<file path="src/rtl/frame_strobe_loader.sv">
// Column configuration loader: assembles one frame of row data from a
// valid/ready word stream, then fires a single-cycle one-hot FrameStrobe.
module frame_strobe_loader #(
  parameter int unsigned MaxFramesPerCol = 20,
  parameter int unsigned FrameBitsPerRow = 32,
  parameter int unsigned NumRows         = 2
) (
  input  logic                                UserCLK,
  input  logic                                resetn,
  input  logic [31:0]                         cfg_data,
  input  logic                                cfg_valid,
  output logic                                cfg_ready,
  output logic [NumRows*FrameBitsPerRow-1:0]  FrameData,
  output logic [MaxFramesPerCol-1:0]          FrameStrobe,
  output logic                                busy,
  output logic                                err,
  output logic [15:0]                         frame_count
);

  localparam int unsigned IdxW   = 5;
  localparam int unsigned RowW   = (NumRows > 1) ? $clog2(NumRows) : 1;
  localparam int unsigned DataW  = NumRows * FrameBitsPerRow;
  localparam int unsigned CountW = 16;

  localparam logic [3:0] OpWrite  = 4'hA;
  localparam logic [3:0] OpClrErr = 4'h5;

  localparam logic [1:0] StIdle   = 2'd0;
  localparam logic [1:0] StLoad   = 2'd1;
  localparam logic [1:0] StStrobe = 2'd2;
  localparam logic [1:0] StHold   = 2'd3;

  // Top row is loaded first, so the row counter starts at the highest row.
  localparam logic [RowW-1:0] RowTop = RowW'(NumRows - 1);

  logic [1:0]                 state_q,  state_d;
  logic [IdxW-1:0]            idx_q,    idx_d;
  logic [RowW-1:0]            row_q,    row_d;
  logic [DataW-1:0]           data_q,   data_d;
  logic [MaxFramesPerCol-1:0] strobe_q, strobe_d;
  logic                       ready_q,  ready_d;
  logic                       busy_q,   busy_d;
  logic                       err_q,    err_d;
  logic [CountW-1:0]          count_q,  count_d;
  logic                       accept_c;

  assign accept_c = cfg_valid & ready_q;

  // Next-state, datapath and registered-output decode
  always_comb begin
    state_d  = state_q;
    idx_d    = idx_q;
    row_d    = row_q;
    data_d   = data_q;
    strobe_d = '0;
    err_d    = err_q;
    count_d  = count_q;

    case (state_q)
      StIdle: begin
        if (accept_c) begin
          case (cfg_data[31:28])
            OpWrite: begin
              if (32'(cfg_data[IdxW-1:0]) < MaxFramesPerCol) begin
                idx_d   = cfg_data[IdxW-1:0];
                row_d   = RowTop;
                state_d = StLoad;
              end else begin
                err_d = 1'b1;
              end
            end
            OpClrErr: err_d = 1'b0;
            default:  err_d = 1'b1;
          endcase
        end
      end

      StLoad: begin
        if (accept_c) begin
          for (int r = 0; r < int'(NumRows); r++) begin
            if (row_q == RowW'(r)) begin
              data_d[r*FrameBitsPerRow +: FrameBitsPerRow] = FrameBitsPerRow'(cfg_data);
            end
          end
          if (row_q == '0) begin
            state_d  = StStrobe;
            strobe_d = MaxFramesPerCol'(1) << idx_q;
            count_d  = count_q + CountW'(1);
          end else begin
            row_d = row_q - RowW'(1);
          end
        end
      end

      StStrobe: state_d = StHold;
      StHold:   state_d = StIdle;
      default:  state_d = StIdle;
    endcase

    ready_d = (state_d == StIdle) || (state_d == StLoad);
    busy_d  = (state_d != StIdle);
  end

  // State and output registers, cleared asynchronously
  always_ff @(posedge UserCLK or negedge resetn) begin
    if (!resetn) begin
      state_q  <= StIdle;
      idx_q    <= '0;
      row_q    <= '0;
      data_q   <= '0;
      strobe_q <= '0;
      ready_q  <= 1'b0;
      busy_q   <= 1'b0;
      err_q    <= 1'b0;
      count_q  <= '0;
    end else begin
      state_q  <= state_d;
      idx_q    <= idx_d;
      row_q    <= row_d;
      data_q   <= data_d;
      strobe_q <= strobe_d;
      ready_q  <= ready_d;
      busy_q   <= busy_d;
      err_q    <= err_d;
      count_q  <= count_d;
    end
  end

  assign cfg_ready   = ready_q;
  assign FrameData   = data_q;
  assign FrameStrobe = strobe_q;
  assign busy        = busy_q;
  assign err         = err_q;
  assign frame_count = count_q;

endmodule

</file>
<file path="config.mk">
export PLATFORM = sky130hd
export DESIGN_NAME = frame_strobe_loader
export DESIGN_NICKNAME = d
export VERILOG_FILES = /design/src/rtl/frame_strobe_loader.sv
export SDC_FILE = /design/constraint.sdc
export NUM_CORES = 1
export LEC_CHECK = 0
export BUFFER_PORTS_ARGS = -buffer_cell sky130_fd_sc_hd__buf_2
export CORE_MARGIN = 10
export CORE_UTILIZATION = 55
export CTS_CLUSTER_SIZE = 40
export DETAILED_ROUTE_END_ITERATION = 6
export PLACE_DENSITY = 0.85
export SLEW_MARGIN = 20
export SYNTH_ARGS = -nofsm -noshare
export SYNTH_HDL_FRONTEND = slang
export SYNTH_SLANG_ARGS = --single-unit
</file>
<file path="constraint.sdc">
create_clock -name UserCLK -period 2.7 [get_ports UserCLK]
set_input_delay 0.135 -clock UserCLK [delete_from_list [all_inputs] [get_ports UserCLK]]
set_output_delay 0.135 -clock UserCLK [all_outputs]
set_load 0.005 [all_outputs]
</file>
==> flow_metrics.py <==
metrics = {
    "outcome": {
        "outcome": "finished, final reports clean",
    },
    "worst_setup_path": {
        "reg2reg_from": "state_q[1]",
        "r2r-end": "FrameStrobe[4]",
        "reg2reg_setup_slack_ps": 800,
        "slowest_stage": "nor2_8",
        "critPathArrivalTime_ps": 2170,
        "path_cells": "nand4b_4 -> nor2_8 -> nand3_1 -> nor3_1",
        "cp.required_ps": 2970,
        "crit_type": "flop to flop",
        "cp_slowest_stage_delay_ps": 590,
        "startpoint_type": "flop",
        "critPathCaptureType": "flop",
        "cp_max_fo": 45,
        "r2r_cells": 4,
    },
    "die": {
        "die_w_um": 109,
        "initial_core_util": 0.568,
        "pin_count": 138,
        "fp.dieH_um": 109,
        "core_mm2": 0.00773,
        "die-area_mm2": 0.0120,
        "core.rowCount": 32,
    },
    "cts": {
        "clkTransAtPathRegs_ps": 110,
        "cts_root_buf": "clkbuf_8",
        "cts_made_buffers": 9,
        "clk_path_buf_depth": 2,
        "cts_tree": "yes",
        "cts_htree_levels": 3,
        "clk_latency_ps": 370,
        "numClockSinks": 111,
        "postCtsSetupBuffers": 0,
    },
    "job": {
        "max-cap-violations": 0,
    },
    "global_routing": {
        "antenna_found_initial": 0,
        "grt_pass1_vias": 3115,
        "grt_overflow": 0,
        "grt_max_degree": 80,
        "grt_usage": 0.172,
        "grt_pass1_wl_um": 16100,
    },
    "yosys": {
        "ys_warn_count": 0,
        "ys_top_cells_by_area": "dfrtp_1 (63%), mux2_2 (11%), mux2_4 (10%)",
        "yosysMostFrequentCell": "dfrtp_1",
        "yosysUniqueCellTypes": 33,
        "yosysSeqAreaShare": 0.633,
        "yosys.area.top_type": "dfrtp_1",
        "ys_async_sr_fraction": 1.00,
        "syn_inst": 289,
        "syn-num-nets": 325,
        "netlist_area_mm2": 0.00439,
        "synth.top_cell.area_share": 0.633,
        "synth_flop_cell": "dfrtp_1",
        "synth-seq-cells": 111,
        "syn_area_per_cell_um2": 15.2,
        "synth_common_cells": "dfrtp_1 (111), mux2_2 (41), mux2_4 (30), nor2_1 (18)",
        "synth_edf_count": 0,
    },
    "timing": {
        "setup_ws_ps": 800,
        "finalHoldViolCount": 0,
        "slew_headroom": 0.357,
        "fin_crit_sh": 0.704,
        "period_minus_slack_ps": 1900,
        "fmax_mhz": 526,
        "setup_viol": 0,
        "slew_violations": 0,
        "totalNegativeSetupSlack_ps": 0,
        "worst_slew_pin_slew_ps": 964,
        "finClkSkew_ps": 11.1,
        "rsz0062_at_grt": "false",
    },
    "route": {
        "num_vias": 2827,
        "wl_um": 10200,
        "dr.pass1.iters": 4,
        "routedWlPerCell_um": 18.3,
        "postRouteAntennaNets": 0,
        "drcViolationCount": 0,
        "viasPerCell": 5.08,
        "drt_iter0_drc": 71,
    },
    "finish": {
        "syn_to_final_growth_pct": 25.4,
        "nFillCells": 541,
        "nNetsFinal": 485,
        "design_area_mm2": 0.00550,
        "area.sequential_mm2": 0.00278,
        "drive_gt1_frac": 0.511,
        "multi_input_area_mm2": 0.00152,
    },
    "min_path": {
        "hold-path-endpoint": "FrameData[40]",
        "hold_depth": 2,
        "hp-start": "cfg_data[8]",
        "hp-class": "input port to flop",
    },
    "placed_design": {
        "placed_area_mm2": 0.00515,
        "port_buffers": 137,
        "gp_congestion": 0.813,
        "dp_hpwl_um": 7390,
        "place_ws_ps": 810,
    },
    "power": {
        "ir_worst_vdd_mv": 0.610,
        "leakage_nw": 2.92,
        "p_per_area_mw_per_mm2": 959,
    },
}
## registers in the layout (all words and copies together), names as in the netlist
register     cells
err              1
busy             1
state_q          2
cfg_ready        1
frame_count     16
FrameStrobe     20
row_q            1
FrameData       64
idx_q            5
## what timing repair did
action / CTS / global route
hold endpoints to repair: 95 / 3
hold buffers: 14 / 3
gates resized for setup: 0 / 0
## cell usage in the layout (no fill, tap or decap), types with 2 or more instances in the layout
| cell type | instances |
|---|---|
| nor2_1 | 18 |
| a21oi_1 | 4 |
| buf_4 | 4 |
| inv_6 | 3 |
| dlygate4sd3_1 | 17 |
| xor2_1 | 4 |
| clkinvlp_4 | 3 |
| and4_1 | 2 |
| xnor2_1 | 11 |
| nand2b_1 | 2 |
| buf_2 | 136 |
| and3_1 | 5 |
| dfrtp_1 | 111 |
| nand3_1 | 11 |
| nand4_1 | 3 |
| mux2_2 | 41 |
| mux2_4 | 30 |
| inv_1 | 4 |
| nand2_1 | 9 |
| clkbuf_8 | 9 |
| nor3_1 | 11 |
## layout make-up
| cell class | instances | share of cell area |
|---|---|---|
| diodes | 1 | 0.000455 |
| clock buffers | 9 | 0.0225 |
| clock inverters | 7 | 0.00977 |
| inverters | 4 | 0.00273 |
| multi-input cells | 166 | 0.277 |
| flip-flops and latches | 111 | 0.505 |
| well taps | 102 | 0.0232 |
| repair buffers | 157 | 0.160 |
## per-stage QoR
step	std cells	util	hold WS, ps	power, mW
finish	557	0.712	10.7	5.28
global route	556	0.712	0.122	5.63
CTS	553	0.708	0.305	5.34
detailed placement	523	0.667	347	4.41
global placement	523	0.667	335	4.32
floorplan	289	-	-161	3.57
## worst max-delay path: cells and delay by family, from the launching register on
kind	cells	cell delay (ps)
and+or+nand+nor	4	1330
DFF	1	460
## cells by family after synthesis
logic type	after synthesis	share of synthesized area
flip-flops	111	0.633
multiplexers	71	0.208
AND/OR/NAND/NOR	72	0.0969
buffers and inverters	12	0.0205
AO/OA/AOI/OAI	7	0.00940
XOR/XNOR	15	0.0299
adder cells (fa/ha/maj)	1	0.00285
## report_power, final
| group | switching [mW] | internal [mW] |
|---|---|---|
| logic | 0.710 | 1.03 |
| registers | 0.403 | 2.23 |
| clock network | 0.565 | 0.344 |
| total | 1.68 | 3.60 |
## routing by layer
metal,track usage,part of all wire
met1,0.197,0.37
met2,0.298,0.55
met3,0.0497,0.069
met4,0.0669,0.013
met5,0,0
## worst max path at each step
stage | start | end | slack (ps) | cells past startpoint
floorplan | state_q[1] | FrameData[10] | 1230 | 4
global placement | state_q[1] | FrameData[5] | 900 | 3
detailed placement | state_q[1] | FrameStrobe[4] | 810 | 4
CTS | state_q[1] | FrameStrobe[4] | 790 | 4
global route | state_q[1] | FrameStrobe[4] | 680 | 4
finish | state_q[1] | FrameStrobe[4] | 800 | 4
No activity file was read; power rests on OpenSTA's default activity.
